<file path="src/rtl/spi_slave_frontend.sv">
// spi_slave_frontend: SPI slave with pin synchronizers, mode/length latching, shifters and framing events.
module spi_slave_frontend #(
  parameter int DATA_WIDTH  = 8,
  parameter int SYNC_STAGES = 2,
  parameter int CNT_W       = $clog2(DATA_WIDTH + 1)
) (
  input  logic                  clk,
  input  logic                  rst,
  input  logic                  i_cpol,
  input  logic                  i_cpha,
  input  logic [CNT_W-1:0]      i_word_len,
  input  logic                  i_sck,
  input  logic                  i_cs,
  input  logic                  i_mosi,
  input  logic [DATA_WIDTH-1:0] i_tx_data,
  output logic                  o_miso,
  output logic                  o_miso_oe,
  output logic                  o_tx_load_ack,
  output logic [DATA_WIDTH-1:0] o_rx_data,
  output logic                  o_rx_valid,
  output logic                  o_spi_start,
  output logic                  o_spi_finish,
  output logic                  o_frame_abort,
  output logic                  o_busy,
  output logic [CNT_W-1:0]      o_bit_cnt
);
  typedef enum logic {IDLE, ACTIVE} state_t;
  localparam logic [CNT_W-1:0] DW_C = CNT_W'(DATA_WIDTH);
  state_t                r_state;
  logic [SYNC_STAGES-1:0] r_sck_sync, r_cs_sync, r_mosi_sync;
  logic [SYNC_STAGES:0]  r_vld;
  logic                  r_sck_h, r_sck_h_last, r_cs_d, r_cs_last, r_mosi_d, r_armed;
  logic                  r_cpol_l, r_cpha_l, r_first_shift;
  logic [CNT_W-1:0]      r_word_len_l, r_bit_cnt;
  logic [DATA_WIDTH-1:0] r_tx_shift, r_rx_shift, r_rx_data;
  logic                  r_tx_load_ack, r_rx_valid, r_spi_start, r_spi_finish, r_frame_abort;
  logic                  w_busy, w_lead, w_trail, w_sample, w_shift, w_cs_fall, w_cs_rise, w_last;
  logic [CNT_W-1:0]      w_len, w_msb;
  logic [DATA_WIDTH-1:0] w_rx_next, w_mask, w_tx_sh;
  assign w_busy    = r_state == ACTIVE;
  assign w_lead    = r_sck_h & ~r_sck_h_last;
  assign w_trail   = ~r_sck_h & r_sck_h_last;
  assign w_sample  = w_busy & (r_cpha_l ? w_trail : w_lead);
  assign w_shift   = w_busy & (r_cpha_l ? w_lead : w_trail);
  assign w_cs_fall = r_cs_last & ~r_cs_d;
  assign w_cs_rise = ~r_cs_last & r_cs_d;
  assign w_len     = (i_word_len == '0 || i_word_len > DW_C) ? DW_C :
                     (i_word_len == CNT_W'(1) ? CNT_W'(2) : i_word_len);
  assign w_msb     = r_word_len_l - CNT_W'(1);
  assign w_last    = r_bit_cnt == w_msb;
  assign w_rx_next = {r_rx_shift[DATA_WIDTH-2:0], r_mosi_d};
  assign w_mask    = ~({DATA_WIDTH{1'b1}} << r_word_len_l);
  assign w_tx_sh   = r_tx_shift >> w_msb;
  assign o_miso        = w_busy & w_tx_sh[0];
  assign o_miso_oe     = w_busy;
  assign o_busy        = w_busy;
  assign o_bit_cnt     = r_bit_cnt;
  assign o_rx_data     = r_rx_data;
  assign o_rx_valid    = r_rx_valid;
  assign o_tx_load_ack = r_tx_load_ack;
  assign o_spi_start   = r_spi_start;
  assign o_spi_finish  = r_spi_finish;
  assign o_frame_abort = r_frame_abort;
  // r_vld tracks when r_cs_d holds a real pin sample after reset; r_armed waits for cs high
  always_ff @(posedge clk) begin
    if (rst) begin
      r_state       <= IDLE;
      r_sck_sync    <= '0;
      r_cs_sync     <= '1;
      r_mosi_sync   <= '0;
      r_vld         <= '0;
      r_sck_h       <= 1'b0;
      r_sck_h_last  <= 1'b0;
      r_cs_d        <= 1'b1;
      r_cs_last     <= 1'b1;
      r_mosi_d      <= 1'b0;
      r_armed       <= 1'b0;
      r_cpol_l      <= 1'b0;
      r_cpha_l      <= 1'b0;
      r_first_shift <= 1'b0;
      r_word_len_l  <= DW_C;
      r_bit_cnt     <= '0;
      r_tx_shift    <= '0;
      r_rx_shift    <= '0;
      r_rx_data     <= '0;
      r_tx_load_ack <= 1'b0;
      r_rx_valid    <= 1'b0;
      r_spi_start   <= 1'b0;
      r_spi_finish  <= 1'b0;
      r_frame_abort <= 1'b0;
    end else begin
      r_sck_sync    <= {r_sck_sync[SYNC_STAGES-2:0], i_sck};
      r_cs_sync     <= {r_cs_sync[SYNC_STAGES-2:0], i_cs};
      r_mosi_sync   <= {r_mosi_sync[SYNC_STAGES-2:0], i_mosi};
      r_vld         <= {r_vld[SYNC_STAGES-1:0], 1'b1};
      r_sck_h       <= r_sck_sync[SYNC_STAGES-1] ^ (w_busy ? r_cpol_l : i_cpol);
      r_sck_h_last  <= r_sck_h;
      r_cs_d        <= r_cs_sync[SYNC_STAGES-1];
      r_cs_last     <= r_cs_d;
      r_mosi_d      <= r_mosi_sync[SYNC_STAGES-1];
      r_armed       <= r_armed | (r_vld[SYNC_STAGES] & r_cs_d);
      r_tx_load_ack <= 1'b0;
      r_rx_valid    <= 1'b0;
      r_spi_start   <= 1'b0;
      r_spi_finish  <= 1'b0;
      r_frame_abort <= 1'b0;
      if (!w_busy) begin
        if (r_armed && w_cs_fall) begin
          r_state       <= ACTIVE;
          r_spi_start   <= 1'b1;
          r_cpol_l      <= i_cpol;
          r_cpha_l      <= i_cpha;
          r_word_len_l  <= w_len;
          r_tx_shift    <= i_tx_data;
          r_tx_load_ack <= 1'b1;
          r_bit_cnt     <= '0;
          r_first_shift <= 1'b1;
        end
      end else if (w_cs_rise) begin
        r_state       <= IDLE;
        r_spi_finish  <= 1'b1;
        r_frame_abort <= r_bit_cnt != '0;
        r_bit_cnt     <= '0;
      end else begin
        if (w_shift) begin
          r_first_shift <= 1'b0;
          r_tx_shift    <= (r_first_shift && r_cpha_l) ? r_tx_shift : r_tx_shift << 1;
        end
        if (w_sample) begin
          r_rx_shift <= w_rx_next;
          r_bit_cnt  <= w_last ? '0 : r_bit_cnt + CNT_W'(1);
          if (w_last) begin
            r_rx_data     <= w_rx_next & w_mask;
            r_rx_valid    <= 1'b1;
            r_tx_shift    <= i_tx_data;
            r_tx_load_ack <= 1'b1;
            r_first_shift <= 1'b1;
          end
        end
      end
    end
  end
endmodule

</file>
<file path="config.mk">
export PLATFORM = sky130hd
export DESIGN_NAME = spi_slave_frontend
export DESIGN_NICKNAME = d
export VERILOG_FILES = /design/src/rtl/spi_slave_frontend.sv
export SDC_FILE = /design/constraint.sdc
export NUM_CORES = 1
export LEC_CHECK = 0
export CORE_MARGIN = 2
export CORE_UTILIZATION = 46
export DETAILED_ROUTE_END_ITERATION = 7
export PLACE_DENSITY_LB_ADDON = 0.08
export SLEW_MARGIN = 15
export SYNTH_ARGS = -nofsm -noshare
export SYNTH_HDL_FRONTEND = slang
export SYNTH_SLANG_ARGS = --single-unit
</file>
<file path="constraint.sdc">
create_clock -name clk -period 2.5 [get_ports clk]
set_input_delay 0.5 -clock clk [delete_from_list [all_inputs] [get_ports clk]]
set_output_delay 0.5 -clock clk [all_outputs]
set_load 0.01 [all_outputs]
</file>
; Word level (Yosys, flattened, before mapping)
; Index checks and enable logic that the tools add are counted.
[totals]
regBits = 55
[op_classes]
mux = 32
add_sub_neg = 2
n_lt_le_gt_ge = 1
reduce_logical = 14
bitwise = 18
n_eq_ne = 4
n_shift = 2
[op_table]
columns = operator, count
row1 = $mux W8, 7
row2 = $mux W4, 7
row3 = $mux W1, 18
row4 = $and A1 B1 Y1, 8
row5 = $and A8 B8 Y8, 1
row6 = $not A8 Y8, 1
row7 = $shl A8 B4 Y8 const A, 1
row8 = $shr A8 B4 Y1, 1
row9 = $not A1 Y1, 6
row10 = $reduce_and A2 Y1, 3
row11 = $add A4 B1 Y4 const B, 1
row12 = $eq A4 B1 Y1 const B, 1
row13 = $eq A4 B4 Y1, 1
row14 = $gt A4 B4 Y1 const B, 1
row15 = $logic_not A4 Y1, 1
row16 = $reduce_and A4 Y1, 1
row17 = $reduce_bool A4 Y1, 1
row18 = $reduce_or A2 Y1, 2
row19 = $sub A4 B1 Y4 const B, 1
row20 = $ne A3 B1 Y1 const B, 1
row21 = $reduce_and A3 Y1, 1
row22 = $reduce_or A3 Y1, 1
row23 = $logic_and A1 B1 Y1, 2
row24 = $ne A2 B2 Y1 const B, 1
row25 = 4 further kinds, 4

; Logic depth before layout (Yosys ltp)
[depth]
word_depth = 9
ltp_mapped = 10
depth_no_buf = 8

; Worst setup path before layout
; OpenSTA, ideal clock, no wires.
[synth_path]
path_kind = register -> register
from = reg r_word_len_l[0]
to = reg r_tx_shift[1]
t_required_ps = 2384
stages_incl_launch_ff = 11
arrival_time_ps = 2196
setup_slack_ps = 187
path_buffers = 2
path_cell_list = dfxtp_1 -> buf_2 -> inv_1 -> ha_1 -> ha_1 -> xor2_1 -> nand3_1 -> o31ai_1 -> buf_2 -> nand3b_1 -> o211a_1
[synth_via]
elab_chain_cells = 6
[synth_lines]
columns = element, line_no
row1 = "start, declared", 34  ; logic [CNT_W-1:0] r_word_len_l, r_bit_cnt;
row2 = "start signal, assigned", 113  ; r_word_len_l <= w_len;
row3 = $sub A4 B1 Y4, 49  ; assign w_msb = r_word_len_l - CNT_W'(1);
row4 = $eq A4 B4 Y1, 50  ; assign w_last = r_bit_cnt == w_msb;
row5 = $mux W8, 132  ; if (w_last) begin
row6 = $mux W8, 129  ; if (w_sample) begin
row7 = $mux W8, 119  ; end else if (w_cs_rise) begin
row8 = $mux W8, 107  ; if (!w_busy) begin
row9 = "end signal, assigned", 114  ; r_tx_shift <= i_tx_data;
row10 = "end signal, assigned", 127  ; r_tx_shift <= (r_first_shift && r_cpha_l) ? r_tx_shift : r_tx_shift << 1;
row11 = "end signal, assigned", 135  ; r_tx_shift <= i_tx_data;
row12 = "end, declared", 35  ; logic [DATA_WIDTH-1:0] r_tx_shift, r_rx_shift, r_rx_data;
; Every way passes these cells. The select of a mux whose other input is x is not followed.
; A chain may end at the register's enable or synchronous reset.

; Worst setup path in the final report
[layout_path]
from = reg r_word_len_l[0]
to = out o_miso
[layout_via]
elab_chain_cells = 3
[layout_lines]
columns = element, line_no
row1 = $sub A4 B1 Y4, 49
row2 = $shr A8 B4 Y1, 53  ; assign w_tx_sh = r_tx_shift >> w_msb;
row3 = $and A1 B1 Y1, 54  ; assign o_miso = w_busy & w_tx_sh[0];
row4 = "end, declared", 16  ; output logic o_miso,
; Every way passes these cells.

==> impl_metrics.tcl <==
set metrics [dict create \
    row_count 26 \
    cp-start-kind "register" \
    firstDrtPassIters 4 \
    final_nets 330 \
    grt_pass1_wl_mm 8.62 \
    required_ns 2.00 \
    crit_path_end_kind "primary output" \
    arrival_ns 1.84 \
    synth_cells 264 \
    tightest_slew_ns 0.554 \
    cts.sinks 55 \
    setup_viol 0 \
    synth-seq-cells 55 \
    cts_resized 1 \
    overflow 0 \
    antennaDiodeCount 0 \
    period_share_pct 93.6 \
    syn_nets 289 \
    grt_max_degree 38 \
    synth.avg_cell_area_sq_um 9.23 \
    slew_headroom_pct 62.9 \
    setup_tns_ns 0 \
    ir_worst_vdd_v 0.000280 \
    ant_nets 0 \
    die_w_um 76.8 \
    final_layout_size_suffix_gt1_share_pct 10.8 \
    antenna_found_initial 0 \
    finalWirelength_mm 4.96 \
    grt_pass1_vias 1866 \
    ctsHoldBuffers 0 \
    power.density_mw_per_mm2 497 \
    grt_usage_pct 18.0 \
    clk_path_buf_depth 2 \
    cts_root_buffer "clkbuf_8" \
    gp_congestion 0.788 \
    core_area_sq_mm 0.00511 \
    htree_levels 2 \
    seq_area_frac_synth_pct 45.2 \
    die_h_um 76.8 \
    drt_iter0_drc 60 \
    async_flop_share_pct 0 \
    post_cts_buffers 0 \
    cap_violations 0 \
    status "complete, no violations" \
    cts_buffers 5 \
    drc 0 \
    vias 1936 \
    rsz0062_at_grt "no" \
    io_pins 39 \
    finalHoldViolCount 0 \
    min_period_ns 2.34 \
    slowest_stage "dfxtp_1" \
    cts_tree "done" \
    die-area_sq_mm 0.00589 \
    synth_edf_count 0 \
    clk_pin_slew_ns 0.09 \
    synth-main-ff-cell "dfxtp_1" \
    crit_type "reg2out" \
    dp_hpwl_mm 3.70 \
    via_per_inst 5.15 \
    p_leak_nw 1.18 \
    crit_chain "inv_1 -> ha_1 -> mux4_2 -> mux2i_1 -> nor3_1 -> dlygate4sd2_1" \
    synth_warnings 0 \
    slowest_delay_ns 0.34 \
    placed_cell_area_sq_mm 0.00291 \
    max_freq_mhz 427 \
    start_util_pct 47.7 \
    finClkSkew_ns 0.00467 \
    syn_area_sq_mm 0.00244 \
    area_growth_pct 23.4 \
    hold_path.class "reg2reg" \
    synth_cell_types 47 \
    r2r_slack_ns 0.28 \
    finalInstanceArea_sq_mm 0.00301 \
    cp_max_fo 3 \
    wl_per_cell_um 13.2 \
    fillers 495 \
    slew_viol_final 0 \
    clock_latency_ns 0.30 \
    io_buffer_count 38 \
]
-- layer usage --
layer  part of all wire [%]  up-vias  wire length (um)  track usage (%)
li1                       -      996                 -                -
met1                     48      899              2370             22.9
met2                     47       36              2350             29.6
met3                    4.1        5               202             4.82
met4                   0.67        0                33             5.64
met5                      0        -                 0                0
-- worst max-delay path, delay by kind of cell, from the launching register on --
kind | cells | cell delay, ns
fa+ha+maj | 1 | 0.33
mux | 2 | 0.46
simple gates | 1 | 0.07
buf+inv | 2 | 0.34
flops | 1 | 0.34
-- Yosys cell counts, types with 4 or more instances --
master    instances  area, sq um
ha_1              6         75.1
nor2b_1           8         50.1
clkbuf_1          9         33.8
nand2_1          22         82.6
nor2_1           21         78.8
a21oi_1          18         90.1
nand3_1          19         95.1
nor3_1            7         35.0
dfxtp_1          55         1100
or2_2             4         25.0
inv_1            19         71.3
xor2_1            6         52.6
o21ai_1           4         20.0
mux2i_1          11          110
-- flip-flops by register name, indices dropped and copies added, names as in the netlist, 2 cells and up --
signal        count
o_bit_cnt         4
o_rx_data         8
r_cs_sync         2
r_mosi_sync       2
r_rx_shift        7
r_sck_sync        2
r_tx_shift        8
r_vld             3
r_word_len_l      4
-- metrics by stage --
step | cells | total power [mW] | setup WS [ns] | hold WS (ns) | util [%]
after detailed placement | 368 | 0.996 | 0.194 | 0.396 | 56.9
after CTS | 376 | 1.52 | 0.126 | 0.419 | 58.9
after global routing | 376 | 1.56 | 0.0130 | 0.432 | 58.9
after floorplan | 264 | 0.952 | 0.187 | 0.389 | -
after global placement | 368 | 0.994 | 0.247 | 0.394 | 56.9
final | 376 | 1.50 | 0.159 | 0.415 | 58.9
-- cells in the final DEF (no fill, tap or decap), types with 2 or more instances in the layout --
| cell | instances |
|---|---|
| dfxtp_1 | 55 |
| clkdlybuf4s50_1 | 37 |
| nand2_1 | 22 |
| nor2_1 | 21 |
| inv_1 | 19 |
| nand3_1 | 19 |
| a21oi_1 | 18 |
| mux2i_1 | 11 |
| buf_4 | 11 |
| nor2b_1 | 8 |
| nor3_1 | 7 |
| clkbuf_8 | 7 |
| xor2_1 | 6 |
| ha_1 | 6 |
| or2_2 | 4 |
| o21ai_1 | 4 |
| or3_1 | 3 |
| nand3b_1 | 3 |
| a22oi_1 | 3 |
| o221ai_2 | 3 |
| a32oi_1 | 3 |
| mux4_2 | 2 |
| nor3_4 | 2 |
| o21ai_0 | 2 |
| nand2b_1 | 2 |
| and3_1 | 2 |
| a211oi_1 | 2 |
| o211ai_1 | 2 |
| o311ai_1 | 2 |
| a21o_1 | 2 |
-- cells by family after synthesis --
group / Yosys count / share of synthesized area, %
mux: 13 / 6.37
buf+inv: 34 / 6.16
simple gates: 97 / 20.5
xor+xnor: 8 / 3.18
compound gates: 51 / 15.5
flops: 55 / 45.2
fa+ha+maj: 6 / 3.08
-- path summary, 6_finish.rpt --
check                                      from      endpoint  cells past startpoint
worst max-delay path            r_word_len_l[0]        o_miso                      6
worst min register to register     r_cs_sync[1]        r_cs_d                      1
worst max register to register  r_word_len_l[0]  o_rx_data[2]                      8
worst min-delay path               r_cs_sync[1]        r_cs_d                      1
-- layout make-up --
type	count	area, sq um	share of cell area (%)
tap	70	87.6	2.91
sequential	55	1100	36.6
timing repair buffer	49	462	15.4
multi-input combinational	175	1180	39.4
clock buffer	8	100	3.33
inverter	19	71.3	2.37
-- power breakdown --
group          switching [mW]  leakage (nW)  internal, mW
Combinational          0.0360         0.678        0.0442
Sequential            0.00634         0.446         0.887
Clock                   0.268        0.0515         0.253
Total                   0.310          1.18          1.18
Note: power is estimated with default switching activity, not from simulation.
